**config.mk**
```make
export PLATFORM = sky130hd
export DESIGN_NAME = amba_axi4_stream_rr_arbiter
export DESIGN_NICKNAME = d
export VERILOG_FILES = /design/src/rtl/amba_axi4_stream_rr_arbiter.sv
export SDC_FILE = /design/constraint.sdc
export NUM_CORES = 1
export LEC_CHECK = 0
export CAP_MARGIN = 5
export CORE_AREA = 3 3 102 104
export DETAILED_ROUTE_END_ITERATION = 6
export DIE_AREA = 0 0 105 107
export MAX_ROUTING_LAYER = met4
export SLEW_MARGIN = 20
export SYNTH_ARGS = -nofsm -noshare
export SYNTH_HDL_FRONTEND = slang
export SYNTH_SLANG_ARGS = --single-unit
```
**constraint.sdc**
```tcl
create_clock -name ACLK -period 2.43 [get_ports ACLK]
set_input_delay 0.486 -clock ACLK [delete_from_list [all_inputs] [get_ports ACLK]]
set_output_delay 0.486 -clock ACLK [all_outputs]
set_load 0.05 [all_outputs]
```
**src/rtl/amba_axi4_stream_rr_arbiter.sv**
```systemverilog
`default_nettype none
// ============================================================================
// amba_axi4_stream_rr_arbiter : packet-locked round-robin merge of N_SRC
// AXI4-Stream sources onto one sink.            Revision 1.0
// ============================================================================
module amba_axi4_stream_rr_arbiter #(
  parameter  int N_SRC      = 4,
  parameter  int DATA_BYTES = 4,
  parameter  int ID_WIDTH   = 4,
  parameter  int DEST_WIDTH = 4,
  parameter  int USER_WIDTH = 1,
  localparam int GW         = $clog2(N_SRC)
) (
  input  logic                             ACLK,
  input  logic                             ARESETn,
  input  logic [N_SRC-1:0]                 S_TVALID,
  output logic [N_SRC-1:0]                 S_TREADY,
  input  logic [N_SRC*DATA_BYTES*8-1:0]    S_TDATA,
  input  logic [N_SRC*DATA_BYTES-1:0]      S_TSTRB,
  input  logic [N_SRC*DATA_BYTES-1:0]      S_TKEEP,
  input  logic [N_SRC-1:0]                 S_TLAST,
  input  logic [N_SRC*ID_WIDTH-1:0]        S_TID,
  input  logic [N_SRC*DEST_WIDTH-1:0]      S_TDEST,
  input  logic [N_SRC*USER_WIDTH-1:0]      S_TUSER,
  output logic                             M_TVALID,
  input  logic                             M_TREADY,
  output logic [DATA_BYTES*8-1:0]          M_TDATA,
  output logic [DATA_BYTES-1:0]            M_TSTRB,
  output logic [DATA_BYTES-1:0]            M_TKEEP,
  output logic                             M_TLAST,
  output logic [ID_WIDTH-1:0]              M_TID,
  output logic [DEST_WIDTH-1:0]            M_TDEST,
  output logic [USER_WIDTH-1:0]            M_TUSER,
  output logic [GW-1:0]                    GRANT,
  output logic                             BUSY
);

  localparam int DW = DATA_BYTES * 8;

  typedef enum logic [0:0] {
    ST_IDLE   = 1'b0,
    ST_LOCKED = 1'b1
  } state_t;

  state_t          state_q, state_d;
  logic [GW-1:0]   grant_q, grant_d;
  logic [GW-1:0]   last_q, last_d;
  logic            started_q, started_d;

  logic [GW-1:0]   pick_base;
  logic [GW-1:0]   pick_idx;
  logic            pick_found;
  logic            xfer;
  int              j;

  // Search starts one past the base and wraps, so the base itself is checked last.
  assign pick_base = (state_q == ST_IDLE) ? last_q : grant_q;

  always_comb begin
    pick_found = 1'b0;
    pick_idx   = '0;
    j          = 0;
    for (int k = 1; k <= N_SRC; k++) begin
      j = int'(pick_base) + k;
      if (j >= N_SRC) j = j - N_SRC;
      if (!pick_found && S_TVALID[j]) begin
        pick_found = 1'b1;
        pick_idx   = GW'(j);
      end
    end
  end

  assign xfer = (state_q == ST_LOCKED) && S_TVALID[grant_q] && M_TREADY;

  always_comb begin
    state_d   = state_q;
    grant_d   = grant_q;
    last_d    = last_q;
    started_d = started_q;
    case (state_q)
      ST_IDLE: begin
        if (pick_found) begin
          state_d   = ST_LOCKED;
          grant_d   = pick_idx;
          started_d = 1'b0;
        end
      end
      ST_LOCKED: begin
        if (xfer && S_TLAST[grant_q]) begin
          last_d    = grant_q;
          started_d = 1'b0;
          if (pick_found) grant_d = pick_idx;
          else            state_d = ST_IDLE;
        end else if (xfer) begin
          started_d = 1'b1;
        end else if (!started_q && !S_TVALID[grant_q]) begin
          // A re-grant to a source whose next packet never showed up is released here.
          if (pick_found) grant_d = pick_idx;
          else            state_d = ST_IDLE;
        end
      end
      default: state_d = ST_IDLE;
    endcase
  end

  always_ff @(posedge ACLK or negedge ARESETn) begin
    if (!ARESETn) begin
      state_q   <= ST_IDLE;
      grant_q   <= '0;
      last_q    <= GW'(N_SRC - 1);
      started_q <= 1'b0;
    end else begin
      state_q   <= state_d;
      grant_q   <= grant_d;
      last_q    <= last_d;
      started_q <= started_d;
    end
  end

  assign BUSY     = (state_q == ST_LOCKED);
  assign GRANT    = grant_q;
  assign M_TVALID = BUSY && S_TVALID[grant_q];

  always_comb begin
    S_TREADY = '0;
    if (BUSY) S_TREADY[grant_q] = M_TREADY;
  end

  assign M_TDATA = S_TDATA[grant_q*DW +: DW];
  assign M_TSTRB = S_TSTRB[grant_q*DATA_BYTES +: DATA_BYTES];
  assign M_TKEEP = S_TKEEP[grant_q*DATA_BYTES +: DATA_BYTES];
  assign M_TLAST = S_TLAST[grant_q];
  assign M_TID   = S_TID[grant_q*ID_WIDTH +: ID_WIDTH];
  assign M_TDEST = S_TDEST[grant_q*DEST_WIDTH +: DEST_WIDTH];
  assign M_TUSER = S_TUSER[grant_q*USER_WIDTH +: USER_WIDTH];

endmodule
`default_nettype wire

```
==> flow_summary.json <==
{
  "ys_warn_count": 0,
  "worst_pin_slew_ps": 515,
  "worstSetupPathType": "reg2out",
  "antenna_left": 0,
  "timing.fmax_mhz": 433,
  "holdWs_ps": 466,
  "multiInputGateArea_um2": 1420,
  "cts_tree": "yes",
  "slowest_stage": "dfrtp_4",
  "num_rows": 36,
  "dp_hpwl_um": 8310,
  "die-area_um2": 11200,
  "crit_path_start_kind": "flop",
  "finalCritPeriodShare": 0.950,
  "core-area_um2": 9640,
  "grtUsageTotal": 0.160,
  "vias": 2254,
  "route.detailed.drc": 0,
  "start_util": 0.170,
  "async_flop_share": 1.00,
  "rr_worst_depth": 5,
  "synth_ff_type": "dfrtp_1",
  "fill_cells": 929,
  "place_inst": 504,
  "yosys.area.top_type_share": 0.700,
  "wl_um": 9350,
  "yosys-top-cells-area": "mux4_2 (70%), dfrtp_1 (6.1%), dfstp_2 (3.2%)",
  "syn-num-nets": 315,
  "synth_cell_types": 34,
  "drv_cap": 0,
  "grt_pass1_vias": 2367,
  "postPlaceCellArea_um2": 4470,
  "final_cell_count_no_fill": 508,
  "setup_violations": 0,
  "finalClockSkew_ps": 0.947,
  "die_y_um": 107,
  "crit_arrival_ps": 1820,
  "cpPeakStageDelay_ps": 580,
  "maxSlewViolCount": 0,
  "portBuffers": 264,
  "yosysTopAreaCell": "mux4_2",
  "pre_cts_ws_ps": 126,
  "routedWlPerCell_um": 18.4,
  "synth.avg_cell_area_um2": 15.2,
  "cts.clk_slew.worst_paths_ps": 40,
  "fin_nets": 583,
  "r2r-start": "GRANT[0]",
  "cp_common_cell": "buf_4",
  "power_density_nw_per_um2": 1180,
  "syn_area_um2": 1640,
  "crit_fanout": 12,
  "yosysSeqAreaShare": 0.0930,
  "clk_path_buf_depth": 2,
  "antenna_found_initial": 0,
  "regArea_um2": 158,
  "grt_pass1_wl_um": 13700,
  "yosysMostFrequentCell": "mux4_2",
  "post_cts_buffers": 0,
  "clock_latency_ps": 220,
  "synth_seq_cells": 6,
  "yosys-top-cells-count": "mux4_2 (51), buf_4 (5), dfrtp_1 (4)",
  "post_cts_resized": 0,
  "critPathLaunch": "GRANT[0]",
  "finalHoldViolCount": 0,
  "setup_slack_ps": 122,
  "cts-buffers-inserted": 3,
  "r2r-end": "GRANT[0]",
  "synth_edf_count": 0,
  "antennaDiodeCount": 0,
  "grt_max_degree": 28,
  "p_leak_nw": 1.69,
  "slew_headroom": 0.656,
  "syn_inst": 108,
  "syn2layout_area_growth_pct": 175,
  "post-route-min-period_ps": 2310,
  "rsz0062_at_grt": "no",
  "gp_congestion": 0.840,
  "pin_count": 265,
  "cts.sinks": 6,
  "finalInstanceArea_um2": 4510,
  "viasPerCell": 4.44,
  "dr.pass1.iters": 4,
  "hold_class": "reg2reg",
  "h-tree-depth": 1,
  "endpoint": "M_TDATA[26]",
  "cp-end-kind": "output port",
  "ir_worst_vdd_uv": 732,
  "holdBufCountCts": 0,
  "overflow": 0,
  "required_ps": 1940,
  "cts.root.buffer_cell": "clkbuf_8",
  "drt_iter0_drc": 80,
  "rrSetupSlack_ps": 530,
  "drive_gt1_frac": 0.357,
  "status": "completed",
  "chipWidth_um": 105,
  "path_cells": "buf_4 > mux4_2 > buf_4"
}
==> kinds of logic (layout without fill, tap and decap cells) <==
| logic type | after synthesis | in the layout | share of synthesized area |
|---|---|---|---|
| compound gates | 10 | 10 | 0.0495 |
| mux | 57 | 57 | 0.741 |
| buf+inv | 14 | 281 | 0.0457 |
| flops | 6 | 6 | 0.0930 |
| simple gates | 21 | 21 | 0.0709 |
==> critical path: cells and delay by family, from the launching register on <==
| kind | cells | cell delay (ps) |
|---|---|---|
| buffers and inverters | 2 | 480 |
| muxes | 1 | 530 |
| DFF | 1 | 580 |
==> flip-flops by register name, indices dropped and copies added (netlist names) <==
| name | cells |
|---|---|
| BUSY | 1 |
| GRANT | 2 |
| last_q | 2 |
| started_q | 1 |
==> how the worst min path moves through the flow <==
stage	startpoint	endpoint	slack [ps]	cells past startpoint
3_5_place_dp	last_q[1]	last_q[1]	460	2
4_1_cts	last_q[1]	last_q[1]	470	2
2_1_floorplan	ARESETn	BUSY	190	0
6_report	last_q[1]	last_q[1]	470	2
5_1_grt	last_q[1]	last_q[1]	500	2
3_3_place_gp	last_q[1]	last_q[1]	450	2
==> cells in the final DEF (no fill, tap or decap), drive strengths merged, types with 2 or more instances in the layout <==
cell type      netlist  final
nor2                 3      3
nor3                 2      2
nand2                3      3
dfstp                2      2
clkdlybuf4s50        0    207
buf                 10     69
dfrtp                4      4
o21ai                3      3
mux2i                3      3
mux4                51     51
nand3                4      4
nand3b               2      2
mux2                 3      3
clkbuf               3      4
==> power breakdown <==
group	internal, mW	leakage [nW]	switching [mW]
logic	2.05	1.61	2.83
clock network	0.113	0.0228	0.0453
registers	0.162	0.0629	0.110
==> routing by layer <==
layer	up-vias	track usage	routed length [µm]
met4	0	0.0131	54
met3	4	0.0271	482
li1	1039	-	-
met2	97	0.288	5100
met5	-	-	0
met1	1114	0.197	3710
==> through the flow <==
stage / utilization / total power [mW] / setup TNS, ps
finish: 0.468 / 5.31 / 0
global route: 0.468 / 5.54 / 0
CTS: 0.468 / 5.38 / 0
detailed placement: 0.463 / 5.21 / 0
global placement: 0.463 / 5.21 / 0
floorplan: - / 3.59 / -340
==> layout make-up <==
class | count | area share
multi-input cells | 88 | 0.316
repair buffers | 276 | 0.602
flip-flops and latches | 6 | 0.0349
well taps | 133 | 0.0369
clock buffers | 4 | 0.00998
inverters | 1 | 0.000832
No activity file was read; power rests on OpenSTA's default activity.
